[src/rtl/btn_event_scheduler_pkg.sv]
// Shared button definitions for the input front-end and for consumers decoding evt_id.
package btn_pkg;

  localparam int NUM_BTN = 4;

  typedef logic [1:0] btn_id_t;

  localparam btn_id_t BTN_UP    = 2'd0;
  localparam btn_id_t BTN_DOWN  = 2'd1;
  localparam btn_id_t BTN_LEFT  = 2'd2;
  localparam btn_id_t BTN_RIGHT = 2'd3;

  function automatic btn_id_t next_id(input btn_id_t id);
    return id + 2'd1;
  endfunction

endpackage

[src/rtl/btn_event_scheduler_if.sv]
// Event pop handshake between the scheduler (master) and the game/menu FSM (slave).
interface btn_event_scheduler_if;
  import btn_pkg::*;

  logic    evt_valid;
  btn_id_t evt_id;
  logic    evt_ready;

  modport master (output evt_valid, output evt_id, input evt_ready);
  modport slave  (input evt_valid, input evt_id, output evt_ready);

endinterface

[src/rtl/btn_event_scheduler_debounce.sv]
// Two-flop synchronizer plus symmetric counter debounce for one raw button.
// rise pulses for one cycle after the stable level flips 0->1.
module btn_debounce #(
  parameter int DEBOUNCE_CYCLES = 16
) (
  input  logic clk,
  input  logic rst,
  input  logic btn_raw,
  output logic rise
);

  localparam int CW = $clog2(DEBOUNCE_CYCLES);
  localparam logic [CW-1:0] CNT_LAST = CW'(DEBOUNCE_CYCLES - 1);

  logic          sync1_q, sync1_d;
  logic          sync2_q, sync2_d;
  logic          stable_q, stable_d;
  logic          rise_q, rise_d;
  logic [CW-1:0] cnt_q, cnt_d;

  always_comb begin
    sync1_d  = btn_raw;
    sync2_d  = sync1_q;
    stable_d = stable_q;
    cnt_d    = cnt_q;
    rise_d   = 1'b0;
    if (sync2_q == stable_q) begin
      cnt_d = '0;
    end else if (cnt_q == CNT_LAST) begin
      // this cycle is the DEBOUNCE_CYCLES-th consecutive disagreement
      stable_d = sync2_q;
      cnt_d    = '0;
      rise_d   = sync2_q;
    end else begin
      cnt_d = cnt_q + CW'(1);
    end
  end

  always_ff @(posedge clk or posedge rst) begin
    if (rst) begin
      sync1_q  <= 1'b0;
      sync2_q  <= 1'b0;
      stable_q <= 1'b0;
      cnt_q    <= '0;
      rise_q   <= 1'b0;
    end else begin
      sync1_q  <= sync1_d;
      sync2_q  <= sync2_d;
      stable_q <= stable_d;
      cnt_q    <= cnt_d;
      rise_q   <= rise_d;
    end
  end

  assign rise = rise_q;

endmodule

[src/rtl/btn_event_scheduler.sv]
// Debounces four buttons, latches presses as pending requests, and queues them
// round-robin into a small FIFO of button IDs popped via valid/ready.
module btn_event_scheduler
  import btn_pkg::*;
#(
  parameter int DEBOUNCE_CYCLES = 16,
  parameter int FIFO_DEPTH      = 4
) (
  input  logic                    clk,
  input  logic                    rst,
  input  logic [NUM_BTN-1:0]      btn,
  btn_event_scheduler_if.master   evt,
  output logic [NUM_BTN-1:0]      pending,
  output logic                    overflow
);

  localparam int PW   = $clog2(FIFO_DEPTH);
  localparam int CNTW = PW + 1;

  logic [NUM_BTN-1:0] rise_vec;

  for (genvar g = 0; g < NUM_BTN; g++) begin : g_deb
    btn_debounce #(
      .DEBOUNCE_CYCLES(DEBOUNCE_CYCLES)
    ) u_deb (
      .clk    (clk),
      .rst    (rst),
      .btn_raw(btn[g]),
      .rise   (rise_vec[g])
    );
  end

  btn_id_t            mem_q [FIFO_DEPTH];
  btn_id_t            mem_d [FIFO_DEPTH];
  logic [PW-1:0]      wr_ptr_q, wr_ptr_d;
  logic [PW-1:0]      rd_ptr_q, rd_ptr_d;
  logic [CNTW-1:0]    count_q, count_d;
  btn_id_t            rr_q, rr_d;
  logic [NUM_BTN-1:0] pending_q, pending_d;
  logic               overflow_q, overflow_d;

  logic               pop, push, push_ok, cand_valid;
  btn_id_t            cand_id, idx;
  logic [NUM_BTN-1:0] gnt_mask;

  always_comb begin
    mem_d      = mem_q;
    wr_ptr_d   = wr_ptr_q;
    rd_ptr_d   = rd_ptr_q;
    count_d    = count_q;
    rr_d       = rr_q;
    cand_valid = 1'b0;
    cand_id    = rr_q;
    idx        = rr_q;
    gnt_mask   = '0;

    pop     = (count_q != '0) && evt.evt_ready;
    push_ok = (count_q < CNTW'(FIFO_DEPTH)) || pop;

    // first pending bit at or above rr, wrapping 3->0
    for (int k = 0; k < NUM_BTN; k++) begin
      idx = rr_q + btn_id_t'(k);
      if (!cand_valid && pending_q[idx]) begin
        cand_valid = 1'b1;
        cand_id    = idx;
      end
    end

    push = cand_valid && push_ok;
    if (push) begin
      gnt_mask[cand_id] = 1'b1;
      mem_d[wr_ptr_q]   = cand_id;
      wr_ptr_d          = wr_ptr_q + PW'(1);
      rr_d              = next_id(cand_id);
    end
    if (pop) begin
      rd_ptr_d = rd_ptr_q + PW'(1);
    end
    if (push && !pop) begin
      count_d = count_q + CNTW'(1);
    end else if (pop && !push) begin
      count_d = count_q - CNTW'(1);
    end

    // a press arriving on the bit being granted survives as a fresh request
    pending_d  = (pending_q & ~gnt_mask) | rise_vec;
    overflow_d = overflow_q | (|(rise_vec & pending_q & ~gnt_mask));
  end

  always_ff @(posedge clk or posedge rst) begin
    if (rst) begin
      mem_q      <= '{default: '0};
      wr_ptr_q   <= '0;
      rd_ptr_q   <= '0;
      count_q    <= '0;
      rr_q       <= '0;
      pending_q  <= '0;
      overflow_q <= 1'b0;
    end else begin
      mem_q      <= mem_d;
      wr_ptr_q   <= wr_ptr_d;
      rd_ptr_q   <= rd_ptr_d;
      count_q    <= count_d;
      rr_q       <= rr_d;
      pending_q  <= pending_d;
      overflow_q <= overflow_d;
    end
  end

  assign evt.evt_valid = (count_q != '0);
  assign evt.evt_id    = mem_q[rd_ptr_q];
  assign pending       = pending_q;
  assign overflow      = overflow_q;

endmodule

[src/flat_wrapper.sv]
// flat-port wrapper written by rule: the top's interface ports become plain ports
module btn_event_scheduler_flat import btn_pkg::*;
#(
  parameter int DEBOUNCE_CYCLES = 16,
  parameter int FIFO_DEPTH      = 4
)
  (clk, rst, btn, pending, overflow, evt_evt_valid, evt_evt_id, evt_evt_ready);
  btn_event_scheduler_if evt_i ();
  input  logic clk;
  input  logic rst;
  input  logic [NUM_BTN-1:0] btn;
  output logic [NUM_BTN-1:0] pending;
  output logic overflow;
  output wire logic [$bits(evt_i.evt_valid)-1:0] evt_evt_valid;
  output wire logic [$bits(evt_i.evt_id)-1:0] evt_evt_id;
  input wire logic [$bits(evt_i.evt_ready)-1:0] evt_evt_ready;
  assign evt_evt_valid = evt_i.evt_valid;
  assign evt_evt_id = evt_i.evt_id;
  assign evt_i.evt_ready = evt_evt_ready;
  btn_event_scheduler #(.DEBOUNCE_CYCLES(DEBOUNCE_CYCLES), .FIFO_DEPTH(FIFO_DEPTH)) u_core (.clk(clk), .rst(rst), .btn(btn), .evt(evt_i), .pending(pending), .overflow(overflow));
endmodule
[config.mk]
export PLATFORM = sky130hd
export DESIGN_NAME = btn_event_scheduler_flat
export DESIGN_NICKNAME = d
export VERILOG_FILES = /design/src/rtl/btn_event_scheduler_pkg.sv /design/src/rtl/btn_event_scheduler_if.sv /design/src/rtl/btn_event_scheduler_debounce.sv /design/src/rtl/btn_event_scheduler.sv /design/src/flat_wrapper.sv
export SDC_FILE = /design/constraint.sdc
export NUM_CORES = 1
export LEC_CHECK = 0
export ABC_AREA = 1
export CORE_MARGIN = 3
export CORE_UTILIZATION = 45
export DETAILED_ROUTE_END_ITERATION = 16
export GPL_TIMING_DRIVEN = 0
export PLACE_DENSITY_LB_ADDON = 0.15
export SLEW_MARGIN = 5
export SYNTH_ARGS = -nofsm -noshare
export SYNTH_HDL_FRONTEND = slang
export SYNTH_SLANG_ARGS = --single-unit
[constraint.sdc]
create_clock -name clk -period 3.6 [get_ports clk]
set_clock_uncertainty 0.15 [all_clocks]
set_input_delay 0.72 -clock clk [delete_from_list [all_inputs] [get_ports clk]]
set_output_delay 0.72 -clock clk [all_outputs]
set_load 0.01 [all_outputs]
### After elaboration in Yosys (flattened, before gate mapping)

Cells that the tools add are included.

* reduce and logical (&&, ||, !) cells: 22
* magnitude comparators: 10
* add/sub/neg operators: 12
* bitwise logic cells: 12
* eq/ne operators: 8
* muxes and demuxes: 42

Operators with widths (number)
* $mux W4: 9
* $mux W1: 17
* $add A4 B1 Y4 const B: 4
* $eq A4 B4 Y1 const B: 4
* $lt A2 B3 Y1 const B: 5
* $and A4 B4 Y4: 3
* $mux W2: 6
* $logic_and A1 B1 Y1: 9
* $add A2 B1 Y2 const B: 4
* $bmux W1 S2: 4
* $bwmux W8: 1
* $reduce_and A2 Y1: 4
* $ge A3 B3 Y1 const B: 2
* $mux W3: 2
* $not A2 Y3: 2
* $logic_not A1 Y1: 5
* $add A2 B2 Y2 const B: 2
* $bmux W2 S2: 1
* $demux W2 S2: 1
* $eq A1 B1 Y1: 4
* $not A1 Y1: 4
* $not A4 Y4: 1
* $or A4 B4 Y4: 1
* $reduce_or A4 Y1: 1
* other kinds (10): 10

* word-level logic and storage cells: 136
* register bits: 54
* output and inout port bits: 8

### Logic depth before layout (Yosys ltp)

* word-level depth: 21
* mapped depth: 19
* depth with buffers taken out: 18

### Hierarchy

A second synthesis with hierarchy kept.

* cells, all modules: 329
* area total of the unflattened synthesis: 2791.4 um^2

By module, submodules not included
* btn_event_scheduler: cells each 193, times used 1, area each 1480.2 um^2
* btn_debounce: cells each 34, times used 4, area each 327.8 um^2

### Worst setup path after synthesis

Ideal clock, no wire load.

* path kind: register -> register
* start point: reg u_core.rr_q[0]
* end point: reg u_core.count_q[1]
* buffers on the path: 1
* required time: 3.325 ns
* clock period less this slack: 2.451 ns
* path slack: 1.149 ns
* data arrival time: 2.177 ns
* setup time: 0.125 ns
* stages on the path, launching flop included: 14
* cell sequence: dfrtp_1 > buf_6 > inv_6 > nand2_1 > nand3_1 > nand2_1 > nor2_8 > nand3_4 > nand2_8 > inv_4 > ha_1 > inv_1 > fa_1 > mux2_2

RTL lines
* start: declaration: line btn_event_scheduler.sv:38 `btn_id_t rr_q, rr_d;`
* start signal: assignment: line btn_event_scheduler.sv:104 `rr_q <= rr_d;`
* parallel branches: the longest is 11 deep, another holds $add A2 B1 Y2
* $mux W1 (*): line btn_event_scheduler.sv:63 `if (!cand_valid && pending_q[idx]) begin`
* $logic_and A1 B1 Y1 (*): line btn_event_scheduler.sv:69 `push = cand_valid && push_ok;`
* named net u_core.push: line btn_event_scheduler.sv:42 `logic pop, push, push_ok, cand_valid;`
* $logic_and A1 B1 Y1 (*): line btn_event_scheduler.sv:79 `if (push && !pop) begin`
* $mux W3 (*): line btn_event_scheduler.sv:79
* named net u_core.count_d[1]: line btn_event_scheduler.sv:37 `logic [CNTW-1:0] count_q, count_d;`
* end signal: assignment: line btn_event_scheduler.sv:103 `count_q <= count_d;`
* end: declaration: line btn_event_scheduler.sv:37

Mark *: on every way through the listed nets, which the timed path passes. The select of a mux whose other input is x is not followed.
A chain may end at the register's enable or synchronous reset.

### Worst setup path in the final report

* start point: in evt_evt_ready
* end point: reg u_core.count_q[2]

* word-level cells in the longest chain between the ends: 6

RTL lines
* start: declaration: line flat_wrapper.sv:16 `input wire logic [$bits(evt_i.evt_ready)-1:0] evt_evt_ready;`
* $logic_and A1 B1 Y1 (*): line btn_event_scheduler.sv:57 `pop = (count_q != '0) && evt.evt_ready;`
* $logic_or A1 B1 Y1 (*): line btn_event_scheduler.sv:58 `push_ok = (count_q < CNTW'(FIFO_DEPTH)) || pop;`
* $logic_and A1 B1 Y1 (*): line btn_event_scheduler.sv:69
* named net u_core.push: line btn_event_scheduler.sv:42
* $logic_not A1 Y1: line btn_event_scheduler.sv:81 `end else if (pop && !push) begin`
* $logic_and A1 B1 Y1: line btn_event_scheduler.sv:81
* $reduce_bool A2 Y1 (no line)

The timed path passes the listed nets; every way through them passes the cells marked *.

==> qor.txt <==
Tightest Pin Transition - 0.395 ns
CTS H-tree depth - 2
Outcome - complete, no violations
Global-route wire length before repair - 8190 µm
Hold_sp - u_core.g_deb[3].u_deb.sync1_q
Vias - 1856
GRT Residual Overflow - 0
Relative slew slack - 73.6%
# fillers - 542
Clock buffer depth - 2
Die X - 83.9 µm
Routed WL - 4240 µm
Total CTS buffers - 5
Sequential cell area fraction in the yosys report - 49.5%
Critical path fanouts, max - 7
Vias in the first global route - 1906
Synthesis-to-finish area growth - 12.6%
Final setup TNS - 0 ns
Reg-to-reg endpoint - u_core.count_q[1]
Yosys cell types - 34
Clock Sink Count - 54
WP data arrival - 2.79 ns
Initial antenna violation count - 0
Port-buffer cells - 14
Power density cells - 691 mW/mm²
Vias per cell - 4.69
Routability Congestion - 0.746
Placement Setup Slack - 0.506 ns
Avg WL per Cell - 10.7 µm
LEAKAGE - 0.00156 µW
Worst Hold Path EP - u_core.g_deb[3].u_deb.sync2_q
Cts hold-fix bufs - 0
Routed Antenna Nets - 0
Total GRT Usage - 14.0%
Maxcap violations - 0
Asr flop ratio synth - 100%
PostCTS Resize Cnt - 0
Die area - 0.00704 mm²
CTS tree - done
Main synth FF type - dfrtp_1
Num rows - 27
Pin count of the biggest net entering global routing - 38
Post-synth EDFFs - 0
Initial Util - 48.1%
#FFs+latches synth - 54
YS warnings - 0
Final hold vios - 0
CP Launch Type - input port
Die H - 83.9 µm
Clk_lat worst skew - 0.31 ns
Total core area - 0.00568 mm²
N_diodes - 0
DRT Pass-1 Iters - 4
Crit path time final - 2.76 ns
Unrepaired setup endpoints after global routing - false
CP endpoint kind - flop
Worst setup margin - 0.842 ns
Initial DRC Count - 56
DP HPWL - 3280 µm
R2R Setup Slk - 0.98 ns
CTS root buf - clkbuf_8
Endpoints failing setup - 0
# DRC - 0
Cell count after synthesis - 301
Share of cells above drive strength 1 - 14.8%
Worst r2r src - u_core.rr_q[0]
Final period util - 76.6%
Final Max Slew Viols - 0
Post-CTS Setup Bufs - 0
Clock edge transition at the registers on the reported setup and hold paths - 0.09 ns
Worst min path class - reg -> reg
Ports - 15
F_max - 363 MHz
R2R depth - 13
Nets - 344
Worst IR Drop VDD - 0.321 mV
WP data required - 3.64 ns
Post-Syn Nets - 322
Hold path cells - 0
Synth Area per Inst - 9.07 µm²
Critical path class - in -> reg
Synth Cell Area - 0.00273 mm²
Worst hold-check slack - 0.205 ns
-- cell type report --
type                    count  area (µm²)  area share [%]
plain buffers               1        11.3           0.366
clock buffers               5        68.8            2.24
clock inverters             3        25.0           0.814
inverters                  42         170            5.54
multi-input cells         204        1200            38.9
flip-flops and latches     54        1350            44.0
well taps                  72        90.1            2.93
repair buffers             15         160            5.21
-- kinds of logic after synthesis --
family | count (synthesis) | share of synthesized area (%)
buffers and inverters | 43 | 6.65
multiplexers | 1 | 0.412
XOR/XNOR | 12 | 3.85
flip-flops | 54 | 49.5
AO/OA/AOI/OAI | 28 | 6.42
adder cells (fa/ha/maj) | 14 | 6.69
AND/OR/NAND/NOR | 149 | 26.5
-- synthesized netlist by cell type, types with 4 or more instances --
cell	count	area, µm²
a21o_1	4	30.0
a21oi_1	5	25.0
clkinv_2	4	20.0
dfrtp_1	54	1350
ha_1	13	163
inv_1	35	131
nand2_1	78	293
nand2_2	8	50.1
nand3_1	17	85.1
nor2_1	28	105
nor2_4	4	45.0
o21ai_0	9	45.0
o21ai_2	6	52.6
xnor2_1	4	35.0
xor2_1	8	70.1
-- layer usage --
layer,track usage [%],share of wire (%),up-vias,wire length [µm]
li1,-,-,973,-
met1,18.0,49,865,2070
met2,23.3,47,13,2010
met3,3.16,2.3,5,96
met4,4.97,1.4,0,59
met5,0,0,-,0
-- per-stage QoR --
stage | power, µW | util (%) | cells | cell area, µm²
global route | 2330 | 54.2 | 396 | 3070
finish | 2120 | 54.2 | 396 | 3070
floorplan | 1590 | - | 301 | 2730
detailed placement | 1810 | 52.5 | 388 | 2980
CTS | 2170 | 54.2 | 396 | 3070
global placement | 1780 | 52.2 | 387 | 2960
-- where the power goes --
group          internal, µW  total, µW  switching [µW]
Sequential              719        801            81.4
Combinational           385        980             596
Clock                   141        343             202
-- worst max-delay path by stage --
stage,to,slack [ns],depth (start not counted),start
floorplan,u_core.count_q[1],1.15,13,u_core.rr_q[0]
global placement,u_core.mem_q[4],0.41,2,rst
detailed placement,u_core.count_q[2],0.51,11,evt_evt_ready
CTS,u_core.count_q[2],0.85,11,evt_evt_ready
global route,u_core.count_q[2],0.67,11,evt_evt_ready
finish,u_core.count_q[2],0.84,11,evt_evt_ready
-- flip-flops by register name, indices dropped and copies added (netlist names) --
register and cells:
u_core.g_deb.u_deb.cnt_q 16, u_core.mem_q 8, u_core.g_deb.u_deb.rise 4, u_core.g_deb.u_deb.stable_q 4, u_core.g_deb.u_deb.sync1_q 4, u_core.g_deb.u_deb.sync2_q 4
u_core.pending 4, u_core.count_q 3, u_core.rd_ptr_q 2, u_core.rr_q 2, u_core.wr_ptr_q 2, u_core.overflow 1
-- layout by cell type (no fill, tap or decap), types with 3 or more instances in the layout --
cell	count
nand2_1	78
dfrtp_1	54
inv_1	34
nor2_1	28
nand3_1	17
clkdlybuf4s50_1	14
ha_1	13
o21ai_0	9
nand2_2	8
xor2_1	8
o21ai_2	6
a21oi_1	5
clkbuf_8	5
nor2_4	4
clkinv_2	4
xnor2_1	4
a21o_1	4
or2_2	3
-- critical path: stages --
cell and delay, ns:
clkdlybuf4s50_1 0.47, nand2_1 0.10, nand2_1 0.27, nand2_8 0.13, inv_4 0.11, ha_1 0.15, inv_1 0.06, fa_1 0.38
a21oi_1 0.15, o21ai_0 0.11, xor2_1 0.15
Power figures use the tool's default switching activity.
